===== config.mk =====
export PLATFORM = sky130hd
export DESIGN_NAME = seg_display_arbiter
export DESIGN_NICKNAME = d
export VERILOG_FILES = /design/src/rtl/seg_display_arbiter.sv
export SDC_FILE = /design/constraint.sdc
export NUM_CORES = 1
export LEC_CHECK = 0
export CORE_ASPECT_RATIO = 0.8
export CORE_MARGIN = 1
export CORE_UTILIZATION = 35
export DETAILED_ROUTE_END_ITERATION = 10
export PLACE_DENSITY_LB_ADDON = 0.2
export SLEW_MARGIN = 25
export SYNTH_ARGS = -nofsm -noshare
export SYNTH_HDL_FRONTEND = slang
export SYNTH_SLANG_ARGS = --single-unit

===== constraint.sdc =====
create_clock -name clk -period 3.3 [get_ports clk]
set_clock_uncertainty 0.2 [all_clocks]
set_input_delay 0.66 -clock clk [delete_from_list [all_inputs] [get_ports clk]]
set_output_delay 0.66 -clock clk [all_outputs]
set_load 0.01 [all_outputs]

===== src/rtl/seg_display_arbiter.sv =====
// Round-robin owner arbiter for the shared seven-segment display value path.
// Latency: grant/owner/valid/pulse one edge after req; disp_data registered, tracks owner with one cycle delay.
// Backpressure: none; sources hold req high until granted and may release early via early_release[owner].
module seg_display_arbiter #(
  parameter int N_REQ  = 4,
  parameter int DATA_W = 8,
  parameter int DWELL  = 50_000_000,
  localparam int OW = (N_REQ > 1) ? $clog2(N_REQ) : 1,
  localparam int CW = $clog2(DWELL)
) (
  input  logic                      clk,
  input  logic                      rst_on,
  input  logic [N_REQ-1:0]          req,
  input  logic [N_REQ*DATA_W-1:0]   data_in,
  input  logic [N_REQ-1:0]          early_release,
  output logic [N_REQ-1:0]          grant,
  output logic [OW-1:0]             owner,
  output logic [DATA_W-1:0]         disp_data,
  output logic                      disp_valid,
  output logic                      switch_pulse
);

  typedef enum logic {IDLE = 1'b0, HOLD = 1'b1} state_t;

  state_t              state, state_d;
  logic [OW-1:0]       last, last_d, owner_d;
  logic [CW-1:0]       cnt, cnt_d;
  logic [N_REQ-1:0]    grant_d;
  logic [DATA_W-1:0]   data_d;
  logic                valid_d, pulse_d;

  logic [OW:0]               idle_pick, oth_pick, win_pick;
  logic [N_REQ-1:0]          own_mask, req_sh, rel_sh;
  logic [N_REQ*DATA_W-1:0]   own_sh, win_sh;
  logic [DATA_W-1:0]         own_data, win_data;
  logic                      own_req, own_rel, dwell_end, take;

  // Search base+1, base+2, ... (mod N_REQ); returns {found, index} of the first set mask bit.
  function automatic logic [OW:0] rr_pick(input logic [OW-1:0] base, input logic [N_REQ-1:0] mask);
    logic [OW:0]      r;
    logic [N_REQ-1:0] sh;
    int               idx;
    r = '0;
    // Walk from farthest to nearest so the nearest candidate overwrites the result.
    for (int k = N_REQ; k >= 1; k--) begin
      idx = (int'(base) + k) % N_REQ;
      sh  = mask >> idx;
      if (sh[0]) r = {1'b1, OW'(idx)};
    end
    return r;
  endfunction

  // Candidate winners and owner-side views of the request, release and data inputs.
  always_comb begin
    own_mask  = N_REQ'(1) << owner;
    req_sh    = req >> owner;
    rel_sh    = early_release >> owner;
    own_req   = req_sh[0];
    own_rel   = rel_sh[0];
    dwell_end = (cnt == CW'(DWELL - 1));
    // In HOLD, last equals owner, so both searches start just after the owner.
    idle_pick = rr_pick(last, req);
    oth_pick  = rr_pick(owner, req & ~own_mask);
    win_pick  = (state == IDLE) ? idle_pick : oth_pick;
    own_sh    = data_in >> (int'(owner) * DATA_W);
    win_sh    = data_in >> (int'(win_pick[OW-1:0]) * DATA_W);
    own_data  = own_sh[DATA_W-1:0];
    win_data  = win_sh[DATA_W-1:0];
  end

  // Next-state and next-output decision: grant from IDLE, release/drop, dwell expiry.
  always_comb begin
    state_d = state;
    grant_d = grant;
    owner_d = owner;
    last_d  = last;
    cnt_d   = cnt;
    data_d  = disp_data;
    valid_d = disp_valid;
    pulse_d = 1'b0;
    take    = 1'b0;

    case (state)
      IDLE: begin
        if (idle_pick[OW]) take = 1'b1;
      end
      HOLD: begin
        if (!own_req || own_rel) begin
          // End of ownership wins over a coincident dwell expiry.
          if (oth_pick[OW]) begin
            take = 1'b1;
          end else begin
            state_d = IDLE;
            grant_d = '0;
            owner_d = '0;
            valid_d = 1'b0;
            cnt_d   = '0;
          end
        end else if (dwell_end) begin
          if (oth_pick[OW]) begin
            take = 1'b1;
          end else begin
            // Nobody waiting: the owner keeps the display for another dwell period.
            cnt_d  = '0;
            data_d = own_data;
          end
        end else begin
          cnt_d  = cnt + CW'(1);
          data_d = own_data;
        end
      end
      default: state_d = IDLE;
    endcase

    if (take) begin
      state_d = HOLD;
      grant_d = N_REQ'(1) << win_pick[OW-1:0];
      owner_d = win_pick[OW-1:0];
      last_d  = win_pick[OW-1:0];
      cnt_d   = '0;
      data_d  = win_data;
      valid_d = 1'b1;
      pulse_d = 1'b1;
    end
  end

  // State, pointer, dwell counter and registered outputs; reset clears everything asynchronously.
  always_ff @(posedge clk or negedge rst_on) begin
    if (!rst_on) begin
      state        <= IDLE;
      grant        <= '0;
      owner        <= '0;
      last         <= OW'(N_REQ - 1);
      cnt          <= '0;
      disp_data    <= '0;
      disp_valid   <= 1'b0;
      switch_pulse <= 1'b0;
    end else begin
      state        <= state_d;
      grant        <= grant_d;
      owner        <= owner_d;
      last         <= last_d;
      cnt          <= cnt_d;
      disp_data    <= data_d;
      disp_valid   <= valid_d;
      switch_pulse <= pulse_d;
    end
  end

endmodule


# Yosys cells after proc, flatten, opt, wreduce, memory -nomap -nowiden
# Index checks and enable logic that the tools add are counted.
# totals
regBits,45
latch_bits,0
ramBits,0
romBits,0
out_inout_bits,16
word_cells,100
memories,0
# op_classes
n_addsub,9
multipliers,0
div,0
magnitude_cmp,0
eq_ne,4
shifts,14
mux,40
bitwise,11
n_reduce_logical,14
# ops
op,count
$shr A4 B32 Y1,8
$mux W26,5
$shr A32 B5 Y8,2
$mux W8,5
$add A26 B1 Y26 const B,1
$eq A26 B26 Y1 const B,1
$mux W3,8
$mux W4,4
$reduce_or A2 Y1,8
$mux W1,12
$mux W2,5
$add A2 B1 Y2 const B,4
$add A2 B2 Y2 const B,4
$and A1 B1 Y1 const A,8
$shl A1 B2 Y4 const A,2
$shr A4 B2 Y1,2
$reduce_and A3 Y1,2
$and A4 B4 Y4,1
$not A4 Y4,1
$reduce_bool A2 Y1,2
$ne A3 B2 Y1 const B,1
$ne A2 B1 Y1 const B,1
$ne A2 B2 Y1 const B,1
$pmux W1 S2,1
3 further kinds,3

# Depth between registers and ports, before layout
# Gate-level depths: netlist of the first run.
# logic_depth
ltp_word,14
mapped_depth,12
mapped_depth_nobuf,10

# Least setup slack after synthesis of the first run
# No wires, ideal clock.
# synth_path
path_type,input -> register
from,in req[1]
to,reg disp_data[0]
setup_ps,148
arrival_time_ps,2564
required_ps,2952
path_slack_ps,388
path_stages,9
n_path_buf,2
path_cell_list,clkbuf_1 > nor2b_1 > mux4_2 > o211ai_4 > nand3_4 > a22oi_4 > buf_12 > mux2i_1 > o221ai_1
# synth_via
elab_chain_cells,12
# synth_lines
item,line_no,text
start: declaration,13,"input logic [N_REQ-1:0] req,"
$and A4 B4 Y4,63,"oth_pick = rr_pick(owner, req & ~own_mask);"
$shr A4 B32 Y1,47,sh = mask >> idx;
$mux W3 (4 in a row),48,"if (sh[0]) r = {1'b1, OW'(idx)};"
$mux W1,"90, 100",
$mux W1,99,end else if (dwell_end) begin
$mux W1,88,if (!own_req || own_rel) begin
$pmux W1 S2,83,case (state)
$ne A3 B2 Y1 (no source line) (tied with other cells),--,
$reduce_and A3 Y1 (no source line),--,
end signal: assignment,144,disp_data <= data_d;
end: declaration,18,"output logic [DATA_W-1:0] disp_data,"
# Parallel ways exist; a longest one is shown, timed or not.
# A chain may end at the register's enable or synchronous reset.

# Final worst setup path of the first run
# layout_path
from,in req[1]
to,reg disp_data[7]
# Same word-level chain as after synthesis.

==> flow_summary.toml, run 1 <==
[status]
outcome = "complete, no violations"

[sta]
slew_violations = 0
tightest_slew_ps = 586
period_minus_slack_ps = 3080
final.setup.tns_ps = 0
period_share = 0.933
max_freq_ghz = 0.325
grt_setup_unrepaired = "false"
hold_violations = 0
holdWs_ps = 151
relSlewSlack = 0.610
setup_viol = 0
worst_slack_ps = 221

[setup_path]
endpoint_kind = "register"
critPathMaxFanout = 8
cp-start-kind = "input port"
criticalPathCategory = "in -> reg"
crit_chain = "clkdlybuf4s50_1, buf_4, nor2b_1, nor4_2, nand2_1, nand3_4, inv_1, and2_1, or3_1, o221ai_1"
cp.required_ps = 3310
cp_slowest_cell = "or3_1"
crit_arrival_ps = 3080
crit_start = "req[1]"
regToRegStartpoint = "cnt[0]$_DFFE_PN0P_"
max_stage_delay_ps = 500

[route]
drc = 0
vias_per_cell = 5.38
wire_per_inst_um = 15.4
drtIter0Drc = 185
vias = 2672
dr.pass1.iters = 4
routed_wl_um = 7630
ant_nets = 0

[placed_design]
numPortBuffers = 57
place_ws_ps = -209
hpwl_um = 5600
gp_congestion = 0.802

[cts]
ctsHtreeMaxLevel = 2
clockRootBuffer = "clkbuf_8"
clock_latency_ps = 300
clock-sinks = 45
cts_tree = "yes"
path_clk_slew_ps = 90
cts_made_buffers = 5
clockBufferDepth = 2

[global_routing]
grt_use_total = 0.195
grt_max_degree = 46
grt_pass1_vias = 2489
grt_pass1_wl_um = 12500
antenna_found_initial = 0
grt.overflow.total = 0

[synth]
synthArstFlopShare = 1.00
netlist_area_um2 = 2830
yosys.area.top_type = "dfrtp_1"
synth_seq_cells = 45
syn_avg_cell_area_um2 = 9.12
synth_warnings = 0
ys_seq_area_frac = 0.399
synth.most_common_cell = "dfrtp_1"
synth_area_leaders = "dfrtp_1, mux2i_1, o21ai_0, nand2_1, o221ai_1"
ys.flop_type = "dfrtp_1"
synth_common_cells = "dfrtp_1, nand2_1, o21ai_0, mux2i_1, a21oi_1"
ys_types = 57
synth_top_area_frac = 0.381
synth_edf_count = 0
synthesis.instances = 310
syn-num-nets = 357

[power]
p_leak_uw = 0.00162
ir_drop_mv = 0.373
powerDensity_nw_per_um2 = 756

[die]
rows = 28
io_pins = 58
initial_core_util = 0.372
die_h_um = 82.4
die_area_um2 = 8450
die_w_um = 102
coreArea_um2 = 7600

[run]
maxCapViolations = 0

[finish]
syn_to_final_growth_pct = 34.4
nFillCells = 744
antenna_cells = 0
final_nets = 438
final_layout_size_suffix_gt1_frac = 0.133

[min_path]
hold_path_class = "in -> async"
power by group:
part	internal [uW]	switching (uW)
logic	865	844
clock network	190	197
registers	690	85.7
path summary, 6_finish.rpt:
check                                            to  slack [ps]  depth (start not counted)
min reg2reg                disp_data[2]$_DFFE_PN0P_         290                          2
max                        disp_data[7]$_DFFE_PN0P_         220                         10
min                             cnt[21]$_DFFE_PN0P_         150                          1
min in group clk           disp_data[2]$_DFFE_PN0P_         290                          2
max reg2reg                disp_data[7]$_DFFE_PN0P_         340                          9
max in group asynchronous      grant[1]$_DFFE_PN0P_        2340                          1
area by class of cell:
cell class              count  area, um2  share of cell area
clock buffers               7       96.3              0.0253
clock inverters             1       5.00             0.00132
inverters                  11       41.3              0.0109
multi-input cells         243       1610               0.423
flip-flops and latches     45       1130               0.297
well taps                 105        131              0.0346
repair buffers             85        791               0.208
metal layers:
| layer | vias up | GRT usage | wire, um |
|---|---|---|---|
| met2 | 72 | 0.292 | 3320 |
| met4 | 0 | 0.0557 | 62 |
| met5 | - | 0 | 0 |
| li1 | 1307 | - | - |
| met3 | 4 | 0.0295 | 405 |
| met1 | 1289 | 0.288 | 3840 |
worst max-delay path: cells and delay by family:
| kind | cells | cell delay (ps) |
|---|---|---|
| AND/OR/NAND/NOR | 6 | 1490 |
| AO/OA/AOI/OAI | 1 | 250 |
| buffers and inverters | 3 | 680 |
layout by cell type, fill, tap and decap left out, types with 3 or more instances in the layout:
cell type / instances
o21ai_1: 3
dfrtp_1: 43
and3_1: 5
buf_4: 28
clkdlybuf4s50_1: 56
a21oi_1: 13
o31ai_1: 7
a31oi_1: 3
nand2b_1: 8
clkbuf_8: 7
nor2b_1: 9
nor2_1: 9
o21ai_0: 34
a21o_1: 4
mux2i_1: 22
and2_1: 5
xor2_1: 4
nand2_1: 41
a22o_1: 4
ha_1: 5
nand4_1: 4
nand3_1: 12
inv_1: 10
nor3_1: 7
o221ai_1: 9
timing repair:
action                                  4_1_cts  5_1_grt
resized for setup                             0        1
endpoints found under the setup margin        0        8
setup buffers                                 0        1
hold buffers                                  0        0
cells by family (layout without fill, tap and decap cells):
group | count (synthesis) | in the layout | share of synthesized area
AND/OR/NAND/NOR | 118 | 118 | 0.223
XOR/XNOR | 6 | 6 | 0.0186
AO/OA/AOI/OAI | 90 | 90 | 0.211
buffers and inverters | 22 | 104 | 0.0367
flip-flops | 45 | 45 | 0.399
multiplexers | 24 | 24 | 0.0898
adder cells (fa/ha/maj) | 5 | 5 | 0.0221
stage by stage:
step | util | std cells | area [um2] | power, uW
2_1_floorplan | - | 310 | 2830 | 1850
3_3_place_gp | 0.483 | 488 | 3670 | 2430
3_5_place_dp | 0.483 | 488 | 3670 | 2430
4_1_cts | 0.496 | 496 | 3770 | 2830
5_1_grt | 0.500 | 497 | 3800 | 3090
6_report | 0.500 | 497 | 3800 | 2870
flip-flops by register name, summed over array words and instances, names as in the netlist:
signal and count:
cnt 26, disp_data 8, disp_valid 1, grant 4, last 2, owner 2, state 1, switch_pulse 1
No activity file was read; power rests on OpenSTA's default activity.
==> inputs of run 2 (changes only) <==
SLEW_MARGIN = default   (was 25)
==> run 2 against run 1 <==
Cell count is the same. Design area is essentially flat. Hold slack improved by 140 ps. Power about the same. Sequential power about the same. Worst setup slack worse by 22 ps. Count of clock-buffer cells in the layout did not move. Critical endpoint unchanged. Highest routed layer unchanged.
==> flow_summary.toml, run 2 (synthesized netlist as in run 1, its figures left out) <==
[route]
drc = 0
vias_per_cell = 5.39
ant_nets = 0
vias = 2680
dr.pass1.iters = 4
wire_per_inst_um = 15.4
drtIter0Drc = 185
routed_wl_um = 7640

[power]
p_clk_frac = 0.135
p_switching_uw = 1130
p_leak_uw = 0.00162
p_comb_frac = 0.595
ir_drop_mv = 0.374
switching_share = 0.392
p_int_uw = 1750
powerDensity_nw_per_um2 = 756
p_seq_frac = 0.270

[placed_design]
gp_congestion = 0.802
place_ws_ps = -209
hpwl_um = 5600
numPortBuffers = 57
dpl_cell_area_um2 = 3670

[setup_path]
cp_slowest_cell = "or3_1"
critPathCapture = "disp_data[7]$_DFFE_PN0P_"
critPathMaxFanout = 8
criticalPathCategory = "in -> reg"
critPathTopFamily = "simple AND/OR/NAND/NOR gates"
crit_arrival_ps = 3110
crit_start = "req[1]"
cp.required_ps = 3310
max_stage_delay_ps = 500
critical_path_depth = 10
regToRegStartpoint = "cnt[0]$_DFFE_PN0P_"
crit_chain = "clkdlybuf4s50_1, buf_4, nor2b_1, nor4_2, nand2_1, nand3_4, inv_1, and2_1, or3_1, o221ai_1"
r2r-end = "disp_data[7]$_DFFE_PN0P_"
cp_num_buf_inv = 3
cp-start-kind = "input port"
rrSetupSlack_ps = 340
rr_worst_depth = 9
endpoint_kind = "register"

[die]
rows = 28
initial_core_util = 0.372
coreArea_um2 = 7600
die_w_um = 102
die_h_um = 82.4
io_pins = 58
die_area_um2 = 8450

[min_path]
hold_path_class = "reg -> reg"

[status]
outcome = "complete, no violations"

[finish]
final_nets = 438
largestRegisters = "cnt x26, disp_data x8, grant x4"
final_cell_mix = "clkdlybuf4s50_1, dfrtp_1, nand2_1"
syn_to_final_growth_pct = 34.3
largest_reg_flops = 26
stdcell_area_um2 = 3800
antenna_cells = 0
top_register = "cnt"
final_layout_size_suffix_gt1_frac = 0.133
layout_commonest_cell = "clkdlybuf4s50_1"

[sta]
tightest_slew_ps = 1020
period_minus_slack_ps = 3100
grt_setup_unrepaired = "false"
setup_viol = 0
relSlewSlack = 0.317
period_share = 0.940
slew_violations = 0
max_freq_ghz = 0.323
hold_violations = 0
worst_slack_ps = 199

[cts]
clockRootBuffer = "clkbuf_8"
clockBufferDepth = 2
clock_latency_ps = 300
clock-sinks = 45
path_clk_slew_ps = 90
cts_made_buffers = 5
cts_tree = "yes"
ctsHtreeMaxLevel = 2

[global_routing]
grt_max_degree = 46
grt_use_total = 0.195
grt_pass1_vias = 2489
grt.overflow.total = 0
antenna_found_initial = 0
grt_pass1_wl_um = 12500

[run]
maxCapViolations = 0
run 2: changes by cell type in the layout (fill, tap and decap cells not counted):
cell,delta
buf_2,+1
buf_4,-1
run 2: metal layers:
metal	GRT usage	up-vias	routed length (um)
li1	-	1308	-
met2	0.292	73	3320
met1	0.288	1294	3830
met3	0.0295	5	411
met4	0.0557	0	73
met5	0	-	0
run 2: power by group through the flow:
stage	Sequential [uW]	Combinational, uW	Clock, uW
2_1_floorplan	819	1030	0
3_3_place_gp	784	1640	0
3_5_place_dp	785	1650	0
4_1_cts	777	1660	396
5_1_grt	794	1880	419
6_report	776	1710	387
run 2: worst min path at each step:
stage / start / end / slack (ps) / cells past startpoint
floorplan: rst_on / cnt[0]$_DFFE_PN0P_ / 160 / 0
global placement: disp_data[0]$_DFFE_PN0P_ / disp_data[0]$_DFFE_PN0P_ / 270 / 2
detailed placement: disp_data[5]$_DFFE_PN0P_ / disp_data[5]$_DFFE_PN0P_ / 270 / 2
CTS: disp_data[0]$_DFFE_PN0P_ / disp_data[0]$_DFFE_PN0P_ / 300 / 2
global route: disp_data[1]$_DFFE_PN0P_ / disp_data[1]$_DFFE_PN0P_ / 330 / 2
finish: disp_data[2]$_DFFE_PN0P_ / disp_data[2]$_DFFE_PN0P_ / 290 / 2
run 2: area by class of cell:
type,instances,area (um2)
clock buffers,7,96.3
clock inverters,1,5.00
fillers,743,3800
inverters,11,41.3
multi-input cells,243,1610
flip-flops and latches,45,1130
well taps,105,131
repair buffers,85,788
run 2: worst reg2reg max path, stage by stage (launching register included):
cell and delay, ps:
dfrtp_1 420, ha_1 250, nand4_2 170, or4_4 600, o211ai_4 210, nand3_4 130, inv_1 100, nor2_1 60
or3_1 460, o221ai_1 250
run 2: metrics by stage:
stage	total power, uW	TNS, ps	std cells	hold slack, ps	utilization
2_1_floorplan	1850	0	310	164	-
3_5_place_dp	2430	-1440	488	272	0.483
4_1_cts	2830	0	496	304	0.496
6_report	2870	0	497	295	0.500
3_3_place_gp	2430	-1840	488	270	0.483
5_1_grt	3090	0	497	327	0.500
run 2: what timing repair did:
action / in CTS / in global routing
endpoints found under the hold margin: 0 / 0
gates resized for setup: 0 / 1
hold buffers: 0 / 0
setup endpoints to repair: 0 / 8
setup buffers: 0 / 1
==> inputs of run 3 (changes only) <==
CORE_UTILIZATION = 52   (was 35)
GPL_TIMING_DRIVEN = 0   (was default)
PLACE_DENSITY = 0.77   (was default)
PLACE_DENSITY_LB_ADDON = default   (was 0.2)
==> run 3 against run 2 <==
The flow now finishes with violations (DRC). Sequential share of layout area up 1.3 points. Flip-flop and latch count unchanged. Power down 1.3%. Utilization is 21 points higher. First-iteration DRC count increased by 34%. Global-route usage grew 7.8 points. Die area shrank 32%. Sequential power is 2% higher. Critical path type is now reg -> reg. Largest power group unchanged.
==> flow_summary.toml, run 3 (synthesized netlist as in run 1, its figures left out) <==
[die]
rows = 23
die_area_um2 = 5740
io_pins = 58
die_w_um = 84.4
coreArea_um2 = 5120
die_h_um = 68.0
initial_core_util = 0.552

[power]
p_leak_uw = 0.00155
powerDensity_nw_per_um2 = 778
p_switching_uw = 1150
p_int_uw = 1690
switching_share = 0.404
p_comb_frac = 0.584
ir_drop_mv = 0.565
p_seq_frac = 0.278
p_clk_frac = 0.138

[global_routing]
antenna_found_initial = 0
grt_max_degree = 34
grt_pass1_vias = 2429
grt_pass1_wl_um = 12100
grt.overflow.total = 0
grt_use_total = 0.273

[finish]
largest_reg_flops = 26
final_nets = 425
final_layout_size_suffix_gt1_frac = 0.111
final_cell_mix = "clkdlybuf4s50_1, dfrtp_1, nand2_1"
stdcell_area_um2 = 3640
largestRegisters = "cnt x26, disp_data x8, grant x4"
top_register = "cnt"
antenna_cells = 0
syn_to_final_growth_pct = 28.9
layout_commonest_cell = "clkdlybuf4s50_1"

[sta]
grt_setup_unrepaired = "false"
period_share = 0.933
max_freq_ghz = 0.325
hold_violations = 0
setup_viol = 0
tightest_slew_ps = 1280
holdWs_ps = 32.4
period_minus_slack_ps = 3080
relSlewSlack = 0.137
slew_violations = 0

[setup_path]
regToRegStartpoint = "owner[1]$_DFFE_PN0P_"
crit_chain = "buf_2, inv_2, ha_1, nor2b_1, nor4_2, nand2_2, nand3_4, inv_1, and2_2, or3_1, clkbuf_2, o221ai_2"
cp-start-kind = "register"
max_stage_delay_ps = 420
r2r-end = "disp_data[1]$_DFFE_PN0P_"
critPathTopFamily = "simple AND/OR/NAND/NOR gates"
cp_slowest_cell = "dfrtp_1"
rrSetupSlack_ps = 220
cp_num_buf_inv = 4
endpoint_kind = "register"
critPathMaxFanout = 8
criticalPathCategory = "reg -> reg"
cp.required_ps = 3310
rr_worst_depth = 12
crit_arrival_ps = 3090

[min_path]
hold_path_class = "in -> async"

[placed_design]
gp_congestion = 0.868
numPortBuffers = 56
dpl_cell_area_um2 = 3480
hpwl_um = 5420

[cts]
clock-sinks = 45
path_clk_slew_ps = 90
cts_made_buffers = 5
clock_latency_ps = 300
clockBufferDepth = 2
ctsHtreeMaxLevel = 2
cts_tree = "yes"
clockRootBuffer = "clkbuf_8"

[route]
dr.pass1.iters = 8
routed_wl_um = 7570
drtIter0Drc = 247
wire_per_inst_um = 17.2
vias_per_cell = 6.05
vias = 2669
drc = 2
ant_nets = 0

[status]
violations = "DRC"
outcome = "finished, violations left"

[run]
maxCapViolations = 0
==> run 3: worst max-delay path by stage <==
stage	startpoint	to	slack [ps]	cells after the start
2_1_floorplan	req[1]	disp_data[0]$_DFFE_PN0P_	390	9
3_3_place_gp	req[0]	disp_data[1]$_DFFE_PN0P_	-500	8
3_5_place_dp	req[2]	disp_data[1]$_DFFE_PN0P_	-490	8
4_1_cts	req[3]	disp_data[1]$_DFFE_PN0P_	10	10
5_1_grt	cnt[0]$_DFFE_PN0P_	disp_data[2]$_DFFE_PN0P_	20	10
6_report	owner[1]$_DFFE_PN0P_	disp_data[1]$_DFFE_PN0P_	220	12
==> run 3: timing repair <==
action	4_1_cts	5_1_grt
pin swaps	1	1
setup endpoints to repair	8	9
hold buffers	0	0
gates resized for setup	4	9
setup buffers	2	2
==> run 3: worst reg2reg max path: cells and delay by family, from the launching register on <==
family	cells	cell delay, ps
and+or+nand+nor	6	1320
buffers and inverters	4	610
DFF	1	420
AOI/OAI and AO/OA	1	240
adders and majority gates	1	190
==> run 3: stage by stage <==
| step | power (uW) | TNS, ps | setup slack [ps] | util | instances |
|---|---|---|---|---|---|
| floorplan | 1850 | 0 | 388 | - | 310 |
| global placement | 2320 | -4580 | -498 | 0.677 | 428 |
| detailed placement | 2340 | -5200 | -493 | 0.680 | 429 |
| CTS | 2790 | 0 | 10.7 | 0.705 | 439 |
| global route | 3020 | 0 | 19.8 | 0.712 | 441 |
| finish | 2840 | 0 | 223 | 0.712 | 441 |
==> run 3: layer usage <==
| layer | share of wire | vias to the layer above | wire length, um | track usage |
|---|---|---|---|---|
| li1 | - | 1277 | - | - |
| met1 | 0.48 | 1285 | 3630 | 0.402 |
| met2 | 0.45 | 97 | 3400 | 0.419 |
| met3 | 0.061 | 10 | 465 | 0.0470 |
| met4 | 0.0098 | 0 | 74 | 0.0657 |
| met5 | 0 | - | 0 | 0 |
==> run 3: cell type report <==
class                           instances  area, um2
Fill cell                             420       1480
Clock buffer                            7       96.3
Inverter                               11       41.3
Tap cell                               62       77.6
Timing Repair Buffer                   61        609
Sequential cell                        45       1130
Buffer                                 11       62.6
Multi-Input combinational cell        243       1620
Clock inverter                          1       5.00
==> run 3: power by group through the flow <==
stage | registers (uW) | logic [uW] | clock network [uW]
floorplan | 819 | 1030 | 0
global placement | 788 | 1530 | 0
detailed placement | 791 | 1550 | 0
CTS | 783 | 1620 | 391
global route | 800 | 1800 | 417
finish | 790 | 1660 | 391
==> patch 1, RTL diff (settings of run 3) <==
Set the parameter `N_REQ` to 8 (it was 4).
--- a/src/rtl/seg_display_arbiter.sv
+++ b/src/rtl/seg_display_arbiter.sv
@@ -4,3 +4,3 @@
 module seg_display_arbiter #(
-  parameter int N_REQ  = 4,
+  parameter int N_REQ  = 8,
   parameter int DATA_W = 8,
Interface: changed (5 resized); port bits go from 58 to 103. The function was not compared with the original's and may differ.
==> patch 1 against run 3 <==
Cell area is 130% higher; area after synthesis grew 85%; core utilization up 14 points; worst setup slack worse by 1.4 ns; sequential cell count increased by 6; the flow finishes with violations (negative setup slack); hold slack improved by 0.072 ns; final cell count grew 110%; wire length rose to 2.9 times the old value; maximum frequency shrank 31%; global-route usage grew 7.7 points.
Power is left out: the tool's default activity adds up to more than one toggle a clock period on the data nets, which glitch-free logic cannot reach.
==> patch 1: results (changes against run 3) <==
| Metric | Value |
|---|---|
| GR Layer Usage met1 | 0.481 (+0.0784) |
| Reg2Reg Capture Point | disp_data[5] |
| Placed cells | 810 (+89%) |
| Top cells by area, synth | dfrtp_1, mux4_2, mux2_2, o21ai_0, nand2_1 |
| Synth Net Count | 664 (+86%) |
| Dpl cell area | 0.00662 mm2 (+90%) |
| CP Class | register to register |
| HP Class | input pin to asynchronous set/reset pin |
| Iter 0 DRT Violations | 1000 (+300%) |
| GPL Wtd Cong | 0.968 (+11%) |
| Largest net degree at the start of global routing | 34 (unchanged) |
| Failing checks | negative setup slack |
| Crit path DAT | 4.43 ns (+1.34 ns) |
| Status | finished with violations |
| DRT Pass-1 Iters | 8 (unchanged) |
| Met3 wire len | 2750 um (+490%) |
| Hold slack final | 0.104 ns (+0.0720 ns) |
| M2 GR Usage | 0.558 (+0.139) |
| Post-Layout Cell Count | 905 (+110%) |
| FF-to-FF Start | owner[1] |
| Worst setup margin | -1.18 ns (-1.41 ns) |
| Fraction of layout cells with a size suffix above 1 | 0.388 (+0.277) |
| Layout fillers | 493 (+17%) |
| N_diodes | 0 (unchanged) |
| Synth cell count leaders | nand2_1, dfrtp_1, o21ai_0, mux2_2, nor2_1 |
| CP max stage cell | or4_4 |
| Root buffer cell | clkbuf_16 |
| Top flop regs | cnt: 26 flops, disp_data: 8 flops, grant: 8 flops |
| First-pass GRT wire length | 28800 um (+140%) |
| # setup viols final | 31 (+31) |
| Setup Fix Bufs, Post-CTS | 39 (+37) |
| Vias/cell | 7.06 (+17%) |
| Buffers on Ports | 102 (+82%) |
| Worst slew margin | 0.458 (+0.321) |
| H-Tree Level Count | 2 (unchanged) |
| Slowest stage delay, CP | 0.54 ns (+0.12 ns) |
| Met3 GRT Util | 0.0753 (+0.0283) |
| Clk_lat worst skew | 0.30 ns (about the same) |
| Top routing layer in use | met4 |
| M1 WL | 8420 um (+130%) |
| Warnings, synthesis | 0 (unchanged) |
| Crit-path max FO | 10 (+2) |
| R2R setup slack | -1.18 ns (-1.41 ns) |
| R2R depth | 17 (+5) |
| Register clock-pin slew on the reported worst setup and hold paths | 0.07 ns (-0.02 ns) |
| Final TNS setup | -21.46 ns (-21.46 ns) |
| DR WL met2 | 9900 um (+190%) |
| Library cells used by synthesis | 91 (+60%) |
| Clock Path Buffers | 2 (unchanged) |
| Post-Place Worst Slack | -1.78 ns (-1.28 ns) |
| # nets final | 861 (+100%) |
| Vias in the first global route | 5599 (+130%) |
| Gr usage total | 0.349 (+0.0769) |
| Cell count after synthesis | 571 (+84%) |
| Final HPWL DP | 12400 um (+130%) |
| WL final | 22300 um (+190%) |
| PostCTS Resize Cnt | 84 (+80) |
| Post-synthesis sequential area ratio | 0.245 (-0.154) |
-- patch 1: cell count changes after synthesis, sizes merged, moves of 10 or more --
cell          run 3  this run
nor2              9        28
mux2              1        35
o22ai             1        12
a21oi            13        24
nand2            41        59
mux4              1        20
buf               4        20
xnor2             2        12
-- patch 1: critical path: cells and delay by family, from the launching register on --
kind | cells | cell delay [ns]
flip-flops | 1 | 0.44
AO/OA/AOI/OAI | 4 | 0.93
buffers and inverters | 6 | 0.82
AND/OR/NAND/NOR | 4 | 1.24
multiplexers | 2 | 0.44
adder cells (fa/ha/maj) | 1 | 0.24
-- patch 1: cell type report --
| type | count | area (um2) | share of cell area |
|---|---|---|---|
| clock buffers | 5 | 125 | 0.0152 |
| flip-flops and latches | 51 | 1280 | 0.156 |
| multi-input cells | 467 | 4240 | 0.515 |
| plain buffers | 35 | 388 | 0.0471 |
| inverters | 17 | 96.3 | 0.0117 |
| repair buffers | 191 | 1860 | 0.226 |
| clock inverters | 3 | 67.6 | 0.00821 |
| well taps | 136 | 170 | 0.0207 |
-- patch 1: kinds of logic (layout without fill, tap and decap cells) --
kind of cell | Yosys count | after routing | share of synthesized area
and+or+nand+nor | 190 | 190 | 0.200
buffers and inverters | 53 | 251 | 0.0555
AOI/OAI and AO/OA | 173 | 173 | 0.241
muxes | 77 | 77 | 0.206
DFF | 51 | 51 | 0.245
xor gates and xnor gates | 16 | 16 | 0.0268
adders and majority gates | 11 | 11 | 0.0263
-- patch 1: worst max path at each step --
stage,to,slack (ns),cells past startpoint
after global routing,disp_data[5],-1.22,18
after detailed placement,disp_data[4],-1.78,15
after CTS,disp_data[4],-0.91,19
after global placement,disp_data[4],-1.66,15
after floorplan,disp_data[6],-0.87,17
final,disp_data[5],-1.18,17
==> patch 2, RTL diff (flow settings as in run 3) <==
Made on the original files. Compare `cnt` against `CW'(DWELL - 1)` with >= in place of ==.
--- a/src/rtl/seg_display_arbiter.sv
+++ b/src/rtl/seg_display_arbiter.sv
@@ -59,3 +59,3 @@
     own_rel   = rel_sh[0];
-    dwell_end = (cnt == CW'(DWELL - 1));
+    dwell_end = (cnt >= CW'(DWELL - 1));
     // In HOLD, last equals owner, so both searches start just after the owner.
Formal check against the unedited RTL: same outputs for any inputs over 4 cycles, from zero or initial values and one cycle with rst_on low; that may be too few to reach the edited logic, so the function may still have changed.
==> patch 2 against run 3 <==
Wire length fell by 14%; die area down 5.1%; sequential cell count did not move; cell area shrank 4.3%; combinational power decreased by 9%; area after synthesis fell by 5.3%; hold slack worse by 0.0077 ns; worst setup slack got worse by 0.10 ns; global-route usage is 0.72 points lower; total power shrank 3.7%; count of clock-buffer cells in the layout is the same; critical path depth is 1 lower; highest routed layer unchanged.
==> patch 2: results (changes against run 3) <==
| Metric | Value |
|---|---|
| Status | finished clean |
| First-pass GRT wire length | 10800 um (-11%) |
| Crit path DAT | 3.14 ns (+0.05 ns) |
| Top cells by area, synth | dfrtp_1, mux2i_1, nand2_1, o221ai_1, o21ai_0 |
| Worst slew margin | 0.483 (+0.346) |
| Vias/cell | 5.87 (-3.0%) |
| DRT Pass-1 Iters | 4 (-4) |
| Iter 0 DRT Violations | 247 (unchanged) |
| Gr usage total | 0.265 (-0.00722) |
| H-Tree Level Count | 2 (unchanged) |
| LEAKAGE | 1.48 nW (-4.6%) |
| Largest net degree at the start of global routing | 37 (+8.8%) |
| Register clock-pin slew on the reported worst setup and hold paths | 0.09 ns (about the same) |
| Crit-path max FO | 16 (+8) |
| Warnings, synthesis | 0 (unchanged) |
| Vias in the first global route | 2251 (-7.3%) |
| # nets final | 388 (-8.7%) |
| Synth Net Count | 321 (-10%) |
| Initial antenna violation count | 0 (unchanged) |
| HP Class | input pin to asynchronous set/reset pin |
| CTS Buf Count | 5 (unchanged) |
| Post-synthesis sequential area ratio | 0.421 (+0.0222) |
| Clock Path Buffers | 2 (unchanged) |
| Library cells used by synthesis | 53 (-7.0%) |
| DR WL/cell | 16.1 um (-6.1%) |
| VDD IR max | 0.493 mV (-13%) |
| Synth top area share | 0.402 (+0.0212) |
| GPL Wtd Cong | 0.829 (-4.5%) |
| Root buffer cell | clkbuf_8 |
| Synth cell count leaders | dfrtp_1, nand2_1, nor2_1, mux2i_1, o21ai_0 |
| N_diodes | 0 (unchanged) |
| FFs w/ async S/R, synth | 1.00 (unchanged) |
| Top flop regs | cnt: 26 flops, disp_data: 8 flops, grant: 4 flops |
| Buffers on Ports | 56 (unchanged) |
| Fraction of layout cells with a size suffix above 1 | 0.0994 (-0.0114) |
| Final HPWL DP | 4650 um (-14%) |
| Clk_lat worst skew | 0.29 ns |
| P_int | 0.00167 W (-0.86%) |
patch 2: area by class of cell:
class                   count  area (um2)
plain buffers               7        48.8
clock buffers               7        86.3
clock inverters             1        30.0
fillers                   358        1270
inverters                  11        41.3
multi-input cells         210        1470
flip-flops and latches     45        1130
well taps                  60        75.1
repair buffers             61         602
patch 2: what timing repair did:
item,CTS,global route
setup endpoints to repair,11,8
setup buffers,2,2
pin swaps,2,0
gates resized for setup,7,2
patch 2: critical path: stages, from the launching register on:
cell and delay [ns]:
dfrtp_2 0.46, buf_4 0.16, ha_1 0.20, nand2b_1 0.18, mux4_2 0.52, o2111a_1 0.30, nor3_4 0.15, and2_4 0.18
a21o_1 0.09, buf_6 0.21, mux2i_1 0.24, o221ai_1 0.15
patch 2: cell families after synthesis:
kind of cell	after synthesis	share of synthesized area
compound gates	60	0.161
xor+xnor	13	0.0425
fa+ha+maj	5	0.0234
buf+inv	19	0.0392
flops	45	0.421
mux	19	0.0850
simple gates	113	0.228
patch 2: power by group through the flow:
stage	Sequential (W)	Combinational [W]	Clock (W)
after detailed placement	0.000792	0.00145	0
after floorplan	0.000815	0.000955	0
final	0.000784	0.00151	0.000434
after CTS	0.000785	0.00152	0.000441
after global routing	0.000800	0.00165	0.000462
after global placement	0.000785	0.00142	0
patch 2: worst paths after layout:
path                           from           end  slack [ns]  depth (start not counted)
max                        owner[1]  disp_data[2]        0.12                         11
min                          rst_on       cnt[22]        0.02                          1
max reg2reg                owner[1]  disp_data[2]        0.12                         11
min reg2reg                grant[0]      grant[0]        0.29                          2
max in group asynchronous    rst_on       last[0]        2.32                          2
min in group clk           grant[0]      grant[0]        0.29                          2
patch 2: through the flow:
stage | hold WS [ns] | area, um2 | power [W] | cells | worst slack (ns)
finish | 0.0246 | 3490 | 0.00273 | 402 | 0.119
floorplan | 0.164 | 2680 | 0.00177 | 274 | 0.154
global route | 0.0325 | 3490 | 0.00291 | 402 | 0.0136
global placement | 0.268 | 3310 | 0.00221 | 390 | -0.592
detailed placement | 0.276 | 3330 | 0.00224 | 391 | -0.588
CTS | 0.0255 | 3480 | 0.00274 | 401 | 0.00960
patch 2: per-layer routing:
layer	wire length, um	GRT usage	vias to the layer above	part of all wire
li1	-	-	1133	-
met1	3090	0.387	1125	0.48
met2	2820	0.393	94	0.44
met3	504	0.0703	8	0.078
met4	58	0.0570	0	0.0090
met5	0	0	-	0
